[src/rtl/ascon_io_pkg.sv]
// Shared types and constants for the masked Ascon serial I/O front end.
package ascon_io_pkg;

  typedef enum logic [2:0] {
    StIdle,
    StLoad,
    StStart,
    StWait,
    StUnload
  } state_e;

  localparam int unsigned NonceLen  = 128;
  localparam int unsigned TagLen    = 128;
  localparam int unsigned DefKeyLen = 128;
  localparam int unsigned DefAdLen  = 40;
  localparam int unsigned DefCtLen  = 80;

  function automatic int unsigned max2(int unsigned a, int unsigned b);
    return (a > b) ? a : b;
  endfunction

endpackage

[src/rtl/share_shift_reg.sv]
// Per-share MSB-first shift register with parallel load; SHARES lanes of W bits.
module share_shift_reg #(
  parameter int unsigned LEN    = 8,
  parameter int unsigned SHARES = 1,
  parameter int unsigned W      = 1
) (
  input  logic                    clk_i,
  input  logic                    rst_i,
  input  logic                    shift_en_i,
  input  logic                    load_en_i,
  input  logic [SHARES*W-1:0]     lane_i,
  input  logic [SHARES*LEN-1:0]   load_data_i,
  output logic [SHARES*W-1:0]     lane_o,
  output logic [SHARES*LEN-1:0]   data_o
);

  logic [SHARES*LEN-1:0] data_d, data_q;
  logic [LEN+W-1:0]      cat;

  always_comb begin
    data_d = data_q;
    cat    = '0;
    if (load_en_i) begin
      data_d = load_data_i;
    end else if (shift_en_i) begin
      for (int unsigned s = 0; s < SHARES; s++) begin
        // Concatenate then keep the low LEN bits, which also covers LEN == W.
        cat                    = {data_q[s*LEN +: LEN], lane_i[s*W +: W]};
        data_d[s*LEN +: LEN]   = cat[LEN-1:0];
      end
    end
  end

  always_ff @(posedge clk_i) begin
    if (rst_i) begin
      data_q <= '0;
    end else begin
      data_q <= data_d;
    end
  end

  for (genvar s = 0; s < SHARES; s++) begin : g_lane
    assign lane_o[s*W +: W] = data_q[s*LEN + LEN - W +: W];
  end

  assign data_o = data_q;

endmodule

[src/rtl/ascon_share_io.sv]
// Serial load / parallel capture / serial unload front end for the masked Ascon
// decryption core, with a saturating core-latency counter.
module ascon_share_io
  import ascon_io_pkg::*;
#(
  parameter int unsigned K      = DefKeyLen,
  parameter int unsigned L      = DefAdLen,
  parameter int unsigned Y      = DefCtLen,
  parameter int unsigned SHARES = 3,
  parameter int unsigned W      = 1,
  parameter int unsigned LATW   = 16
) (
  input  logic                       clk,
  input  logic                       rst,
  input  logic                       start,
  input  logic                       in_valid,
  output logic                       in_ready,
  input  logic [SHARES*W-1:0]        key_in,
  input  logic [SHARES*W-1:0]        nonce_in,
  input  logic [SHARES*W-1:0]        ad_in,
  input  logic [SHARES*W-1:0]        ct_in,
  output logic [SHARES*K-1:0]        key_sh,
  output logic [SHARES*NonceLen-1:0] nonce_sh,
  output logic [SHARES*L-1:0]        ad_sh,
  output logic [SHARES*Y-1:0]        ct_sh,
  output logic                       core_start,
  input  logic                       core_ready,
  input  logic [SHARES*Y-1:0]        core_pt,
  input  logic [SHARES*TagLen-1:0]   core_tag,
  output logic                       out_valid,
  input  logic                       out_ready,
  output logic [SHARES*W-1:0]        pt_out,
  output logic [SHARES*W-1:0]        tag_out,
  output logic                       done,
  output logic [LATW-1:0]            lat_cycles
);

  if ((W == 0) || (K % W != 0) || (L % W != 0) || (Y % W != 0) || (128 % W != 0))
  begin : g_bad_w
    $error("ascon_share_io: W must divide K, L, Y and 128");
  end
  if (SHARES < 1) begin : g_bad_shares
    $error("ascon_share_io: SHARES must be at least 1");
  end

  localparam int unsigned MaxIn   = max2(max2(K, NonceLen), max2(L, Y)) / W;
  localparam int unsigned MaxOut  = max2(Y, TagLen) / W;
  localparam int unsigned MaxBeat = max2(MaxIn, MaxOut);
  localparam int unsigned BeatW   = $clog2(MaxBeat + 1);

  typedef logic [BeatW-1:0] beat_t;

  localparam beat_t BeatKey     = beat_t'(K / W);
  localparam beat_t BeatNonce   = beat_t'(NonceLen / W);
  localparam beat_t BeatAd      = beat_t'(L / W);
  localparam beat_t BeatCt      = beat_t'(Y / W);
  localparam beat_t BeatPt      = beat_t'(Y / W);
  localparam beat_t BeatTag     = beat_t'(TagLen / W);
  localparam beat_t LastInBeat  = beat_t'(MaxIn - 1);
  localparam beat_t LastOutBeat = beat_t'(MaxOut - 1);

  state_e          state_d, state_q;
  beat_t           beat_d, beat_q;
  logic [LATW-1:0] lat_d, lat_q;
  logic            done_d, done_q;

  logic in_fire, out_fire, last_in, last_out, capture;
  logic key_shift, nonce_shift, ad_shift, ct_shift, pt_shift, tag_shift;

  logic [SHARES*W-1:0]        key_lane_unused, nonce_lane_unused;
  logic [SHARES*W-1:0]        ad_lane_unused, ct_lane_unused;
  logic [SHARES*Y-1:0]        pt_data_unused;
  logic [SHARES*TagLen-1:0]   tag_data_unused;

  assign in_fire  = in_valid && in_ready;
  assign out_fire = out_valid && out_ready;
  assign last_in  = (beat_q == LastInBeat);
  assign last_out = (beat_q == LastOutBeat);
  assign capture  = (state_q == StWait) && core_ready;

  // Registers shorter than the longest field stop after their own beat count.
  assign key_shift   = in_fire && (beat_q < BeatKey);
  assign nonce_shift = in_fire && (beat_q < BeatNonce);
  assign ad_shift    = in_fire && (beat_q < BeatAd);
  assign ct_shift    = in_fire && (beat_q < BeatCt);
  assign pt_shift    = out_fire && (beat_q < BeatPt);
  assign tag_shift   = out_fire && (beat_q < BeatTag);

  always_ff @(posedge clk) begin
    if (rst) begin
      state_q <= StIdle;
      beat_q  <= '0;
      lat_q   <= '0;
      done_q  <= 1'b0;
    end else begin
      state_q <= state_d;
      beat_q  <= beat_d;
      lat_q   <= lat_d;
      done_q  <= done_d;
    end
  end

  always_comb begin
    state_d = state_q;
    beat_d  = beat_q;
    lat_d   = lat_q;
    done_d  = 1'b0;
    unique case (state_q)
      StIdle: begin
        beat_d = '0;
        if (start) state_d = StLoad;
      end
      StLoad: begin
        if (in_fire) begin
          if (last_in) begin
            state_d = StStart;
            beat_d  = '0;
          end else begin
            beat_d = beat_q + 1'b1;
          end
        end
      end
      StStart: begin
        lat_d   = '0;
        state_d = StWait;
      end
      StWait: begin
        if (lat_q != {LATW{1'b1}}) lat_d = lat_q + 1'b1;
        beat_d = '0;
        if (core_ready) state_d = StUnload;
      end
      StUnload: begin
        if (out_fire) begin
          if (last_out) begin
            state_d = StIdle;
            beat_d  = '0;
            done_d  = 1'b1;
          end else begin
            beat_d = beat_q + 1'b1;
          end
        end
      end
      default: state_d = StIdle;
    endcase
  end

  always_comb begin
    in_ready   = 1'b0;
    core_start = 1'b0;
    out_valid  = 1'b0;
    unique case (state_q)
      StLoad:   in_ready   = 1'b1;
      StStart:  core_start = 1'b1;
      StUnload: out_valid  = 1'b1;
      default:  ;
    endcase
  end

  assign done       = done_q;
  assign lat_cycles = lat_q;

  share_shift_reg #(.LEN(K), .SHARES(SHARES), .W(W)) u_key (
    .clk_i       (clk),
    .rst_i       (rst),
    .shift_en_i  (key_shift),
    .load_en_i   (1'b0),
    .lane_i      (key_in),
    .load_data_i ('0),
    .lane_o      (key_lane_unused),
    .data_o      (key_sh)
  );

  share_shift_reg #(.LEN(NonceLen), .SHARES(SHARES), .W(W)) u_nonce (
    .clk_i       (clk),
    .rst_i       (rst),
    .shift_en_i  (nonce_shift),
    .load_en_i   (1'b0),
    .lane_i      (nonce_in),
    .load_data_i ('0),
    .lane_o      (nonce_lane_unused),
    .data_o      (nonce_sh)
  );

  share_shift_reg #(.LEN(L), .SHARES(SHARES), .W(W)) u_ad (
    .clk_i       (clk),
    .rst_i       (rst),
    .shift_en_i  (ad_shift),
    .load_en_i   (1'b0),
    .lane_i      (ad_in),
    .load_data_i ('0),
    .lane_o      (ad_lane_unused),
    .data_o      (ad_sh)
  );

  share_shift_reg #(.LEN(Y), .SHARES(SHARES), .W(W)) u_ct (
    .clk_i       (clk),
    .rst_i       (rst),
    .shift_en_i  (ct_shift),
    .load_en_i   (1'b0),
    .lane_i      (ct_in),
    .load_data_i ('0),
    .lane_o      (ct_lane_unused),
    .data_o      (ct_sh)
  );

  // Output registers shift in zeros, so exhausted lanes read 0.
  share_shift_reg #(.LEN(Y), .SHARES(SHARES), .W(W)) u_pt (
    .clk_i       (clk),
    .rst_i       (rst),
    .shift_en_i  (pt_shift),
    .load_en_i   (capture),
    .lane_i      ('0),
    .load_data_i (core_pt),
    .lane_o      (pt_out),
    .data_o      (pt_data_unused)
  );

  share_shift_reg #(.LEN(TagLen), .SHARES(SHARES), .W(W)) u_tag (
    .clk_i       (clk),
    .rst_i       (rst),
    .shift_en_i  (tag_shift),
    .load_en_i   (capture),
    .lane_i      ('0),
    .load_data_i (core_tag),
    .lane_o      (tag_out),
    .data_o      (tag_data_unused)
  );

endmodule

[config.mk]
export PLATFORM = sky130hd
export DESIGN_NAME = ascon_share_io
export DESIGN_NICKNAME = d
export VERILOG_FILES = /design/src/rtl/ascon_io_pkg.sv /design/src/rtl/share_shift_reg.sv /design/src/rtl/ascon_share_io.sv
export SDC_FILE = /design/constraint.sdc
export NUM_CORES = 2
export LEC_CHECK = 0
export CAP_MARGIN = 30
export CORE_AREA = 8 8 699 701
export DETAILED_ROUTE_END_ITERATION = 10
export DIE_AREA = 0 0 707 709
export PLACE_DENSITY_LB_ADDON = 0.08
export SLEW_MARGIN = 20
export SYNTH_ARGS = -nofsm -noshare
export SYNTH_HDL_FRONTEND = slang
export SYNTH_SLANG_ARGS = --single-unit
[constraint.sdc]
create_clock -name clk -period 5.9 [get_ports clk]
set_input_delay 1.18 -clock clk [delete_from_list [all_inputs] [get_ports clk]]
set_output_delay 1.18 -clock clk [all_outputs]
set_load 0.005 [all_outputs]
**Word level (Yosys, flattened, before mapping)**

Cells that the tools add are included.
Widths: inputs -> output; s select.

- Bits in registers: 1780
- Input bits: 642
- Output and inout bits: 1154
- Word-level logic and storage cells: 69

- Add/subtract/negate cells: 2
- Magnitude comparators: 3
- Equality and inequality tests: 13
- Multiplexer cells: 21
- Bitwise operators: 2
- Reduce and logical (&&, ||, !) cells: 18

Operators with widths:

| cell | number |
|---|---|
| $mux 384 | 2 |
| $mux 240 | 2 |
| $pmux 16 s2 | 1 |
| $mux 8 | 3 |
| $pmux 8 s3 | 1 |
| $mux 3 | 6 |
| $add 16x1->16 const B | 1 |
| $mux 16 | 1 |
| $ne 16x16->1 const B | 1 |
| $pmux 3 s5 | 1 |
| $ne 2x2->1 const B | 6 |
| $add 8x1->8 const B | 1 |
| $eq 8x7->1 const B | 1 |
| $logic_and 1x1->1 | 8 |
| $lt 8x6->1 const B | 1 |
| $lt 8x7->1 const B | 1 |
| $lt 8x8->1 const B | 1 |
| $eq 3x2->1 const B | 2 |
| $reduce_and 6->1 | 1 |
| $reduce_bool 2->1 | 3 |
| $mux 1 | 4 |
| $eq 3x1->1 const B | 1 |
| $eq 3x3->1 const B | 1 |
| $logic_not 3->1 | 1 |
| other kinds (7) | 8 |

**Longest topological paths before layout**

- Word-level depth: 6
- Mapped depth: 8
- Gate-level depth less buffers: 5

**Cells and area by module**

A second synthesis with hierarchy kept.

- Cells, all modules: 8026
- Area total of the unflattened synthesis: 83899.2 sq um

By module, submodules not included:

| module | instances | cells an instance | area an instance (sq um) | seq. area each (sq um) |
|---|---|---|---|---|
| share_shift_reg at u_key ... | 3 | 1711 | 17982.2 | 7687.4 |
| share_shift_reg at u_ct ... | 2 | 1071 | 11325.9 | 4804.6 |
| share_shift_reg at u_ad | 1 | 537 | 5672.9 | 2402.3 |
| ascon_share_io | 1 | 214 | 1627.8 | 560.5 |

**Worst setup path before layout**

No wires, ideal clock.

- Path kind: input -> register
- Start: input port out_ready
- End: register u_tag.data_q[327] (netlist: u_tag.data_o[327])
- Setup time: 0.091 ns
- Data arrival time: 2.415 ns
- Required time: 5.809 ns
- Path slack: 3.394 ns
- Stages: 7
- Path buffers: 3
- Path through: nand2b_1 > or2_2 > clkbuf_1 > buf_2 > clkbuf_1 > nand2_1 > a311oi_1

- Cells in the longest elaborated chain, start to end: 3

RTL lines:

| item | line | RTL |
|---|---|---|
| from (decl) | ascon_share_io.sv:31 | `input logic out_ready,` |
| $logic_and 1x1->1 | ascon_share_io.sv:76 | `assign out_fire = out_valid && out_ready;` |
| $logic_and 1x1->1 | ascon_share_io.sv:87 | `assign tag_shift = out_fire && (beat_q < BeatTag);` |
| $reduce_bool 2->1 (no source line) | -- |  |
| to (signal assigned) | share_shift_reg.sv:38 | `data_q <= data_d;` |
| to (decl) | share_shift_reg.sv:17 | `logic [SHARES*LEN-1:0] data_d, data_q;` |

No other way between the ends.
A chain may end at the register's enable or synchronous reset.

**Final worst setup path**

- Start: register state_q[2]
- End: output port out_valid

- Cells in the longest elaborated chain, start to end: 2

RTL lines:

| item | line | RTL |
|---|---|---|
| from (decl) | ascon_share_io.sv:62 | `state_e state_d, state_q;` |
| from (signal assigned) | ascon_share_io.sv:91 | `state_q <= StIdle;` |
| from (signal assigned) | ascon_share_io.sv:96 | `state_q <= state_d;` |
| $eq 3x3->1 | ascon_share_io.sv:151 | `unique case (state_q)` |
| $mux 1 | ascon_share_io.sv:151 |  |
| to (decl) | ascon_share_io.sv:30 | `output logic out_valid,` |

No other way between the ends.

==> run summary <==
Run status -> finished clean
Peak supply drop -> 0.240 mV
Die Width -> 707 microns
Critical path endpoint -> out_valid
Top post-synthesis cells by area -> dfxtp_1 54%, nand2_1 20%, a21oi_1 8.6%, a311oi_1 8.2%, nor2_1 3.6%
Clock skew -> 0.0818 ns
Most frequent cells in the layout -> 3511 x nand2_1, 1794 x clkdlybuf4s50_1, 1780 x dfxtp_1, 1137 x a21oi_1, 633 x nor2_1
Routed Antenna Nets -> 0
Asr flop ratio synth -> 0%
Cell Area, Placed -> 0.0906 sq mm
Nets@finish -> 10600
Min cycle time layout -> 4.38 ns
Slew Limit Fails -> 0
Register area share after synthesis -> 53.7%
Final setup fails -> 0
Cell area after synthesis -> 0.0664 sq mm
Finished Core Util -> 20.6%
Clock tree sinks -> 1780
Synthesis-stage register bit count -> 1780
Vias/cell -> 3.90
Placed cells -> 16100
Hold Buf Count CTS -> 0
Maximum number of pins on one net before global-route repair -> 173
Slew HR -> 26.0%
Min-delay worst type -> flop to flop
Worst setup SP type -> flop
Clock buffer count from CTS -> 236
Slowest cell on crit path -> clkdlybuf4s50_1
Place WS -> 1.93 ns
GRT overflow -> 0
Post-synth EDFFs -> 0
Die ar. -> 0.501 sq mm
Tot Pwr -> 30.6 mW
Port buffer count -> 1795
Leak -> 29.4 nW
Crit path buffers/inverters -> 2
Synthesized area per cell -> 7.74 sq um
Final std cells w/o fill -> 16600
Ys flop type -> dfxtp_1
Overall die height -> 709 microns
CP required -> 4.72 ns
Setup TNS -> 0 ns
Crit path kind -> flop to output pin
Worst Path Arrival -> 3.20 ns
Worst slew pin tran -> 1.11 ns
CP Max Fanout -> 14
Vias -> 64700
Worst skew pair latency -> 0.93 ns
WL final -> 364 mm
R2r endpoint -> u_pt.data_o[123]
CORE AREA -> 0.477 sq mm
Largest delay share family, worst path -> buffers and inverters
Initial Util -> 13.9%
Setup crit start -> state_q[2]
Initial DRT Pass Iterations -> 9
Cell taking the most area after synthesis -> dfxtp_1
YS warnings -> 0
RSZ-0062 raised after global routing -> no
Fmax -> 0.228 GHz
Dpl hpwl -> 262 mm
Period utilisation layout -> 74.2%
DR DRC count -> 0
Post-Synthesis Cells -> 8570
Max-cap check violation count -> 0
Yosys top cell area share -> 53.7%
Global-route wire length before repair -> 501 mm
Synth cell types -> 52
Hold Slack -> 0.419 ns
Detailed Route Iter0 Violations -> 3808
PostCTS Resize Cnt -> 0
Cell Rows -> 254
R2R cell count -> 6
Critical Path Max Stage Delay -> 0.82 ns
Clock Path Buffers -> 4
Power Dens Cells -> 311 mW/mm^2
Share of cells above drive strength 1 -> 4.51%
Postcts setup bufs -> 0
TritonCTS clock tree -> built
WL/cell -> 22.0 microns
Initial antenna violation count -> 123
Commonest non-fill, non-tap cell in the layout -> nand2_1
Total GRT Usage -> 13.6%
Final hold violation count -> 0
WP depth -> 3
FF-to-FF setup slack -> 2.45 ns
Post-route cell area -> 0.0984 sq mm
CTS HTree Levels -> 4
Vias in the first global route -> 63300
Post-route setup slack -> 1.52 ns
RD Place Congestion -> 0.770
CTS clk-pin slew, worst paths -> 0.06 ns
Root Buffer -> clkbuf_16
# IOs -> 1796
Crit path capture type -> output pin
CP Cell Sequence -> or3b_1 > inv_1 > clkdlybuf4s50_1
Post-Syn Nets -> 9214
P&R area growth vs syn -> 48.2%
Worst r2r src -> state_q[0]
## how the worst min path moves through the flow
| stage | from | cells past startpoint | endpoint |
|---|---|---|---|
| floorplan | u_tag.data_o[0] | 2 | u_tag.data_o[0] |
| global placement | u_ad.data_o[79] | 2 | u_ad.data_o[79] |
| detailed placement | u_key.data_o[383] | 2 | u_key.data_o[383] |
| CTS | u_ad.data_o[115] | 2 | u_ad.data_o[116] |
| global route | u_ad.data_o[115] | 2 | u_ad.data_o[116] |
| finish | u_ad.data_o[115] | 2 | u_ad.data_o[116] |
## area by class of cell
cell class / count / area [sq um]
multi-input cells: 6038 / 27700
clock inverters: 42 / 448
inverters: 10 / 37.5
diodes: 28 / 70.1
fillers: 52900 / 379000
well taps: 6400 / 8010
clock buffers: 385 / 7280
repair buffers: 1880 / 19200
flip-flops and latches: 1780 / 35600
## cell usage after synthesis, types with 3 or more instances
library cell / instances
nand2_1: 3512
dfxtp_1: 1780
a21oi_1: 1137
nor2_1: 635
a311oi_1: 623
clkbuf_1: 524
buf_2: 199
o21ai_0: 14
buf_1: 13
nand3_1: 12
inv_1: 10
nor3_1: 10
a211oi_1: 8
nand4_1: 8
and3_1: 6
buf_4: 6
nand2b_1: 5
a41oi_1: 4
nor2b_1: 4
a22oi_1: 3
a31oi_1: 3
a32o_1: 3
and2_1: 3
mux2i_1: 3
o211ai_1: 3
o21a_1: 3
or3_1: 3
## sequential cells by signal, indices dropped and copies added, names as in the netlist
| name | cells |
|---|---|
| u_key.data_o | 384 |
| u_nonce.data_o | 384 |
| u_tag.data_o | 384 |
| u_ct.data_o | 240 |
| u_pt.data_o | 240 |
| u_ad.data_o | 120 |
| lat_cycles | 16 |
| beat_q | 8 |
| state_q | 3 |
| done | 1 |
## worst register-to-register path: cells and delay by family (launching register included)
| kind | cells | cell delay, ns |
|---|---|---|
| AO/OA/AOI/OAI | 1 | 0.31 |
| buffers and inverters | 2 | 0.76 |
| flip-flops | 1 | 0.62 |
| AND/OR/NAND/NOR | 3 | 1.67 |
## kinds of logic after synthesis
group,after synthesis,synth area share [%]
and+or+nand+nor,4214,24.1
AOI/OAI and AO/OA,1817,17.5
DFF,1780,53.7
buffers and inverters,752,4.66
muxes,3,0.0452
xor gates and xnor gates,2,0.0264
adders and majority gates,2,0.0377
## routing by layer
| metal | track usage (%) | share of wire [%] | vias to the layer above |
|---|---|---|---|
| met5 | 0 | 0.067 | - |
| met4 | 4.27 | 3.6 | 38 |
| met3 | 5.90 | 9.8 | 536 |
| met2 | 23.8 | 49 | 1849 |
| met1 | 14.8 | 38 | 30900 |
| li1 | - | - | 31400 |
## report_power, final
group / internal [mW] / switching [mW]
Clock: 8.49 / 6.05
Sequential: 12.3 / 0.190
Combinational: 0.958 / 2.56
No activity file was read; power rests on OpenSTA's default activity.
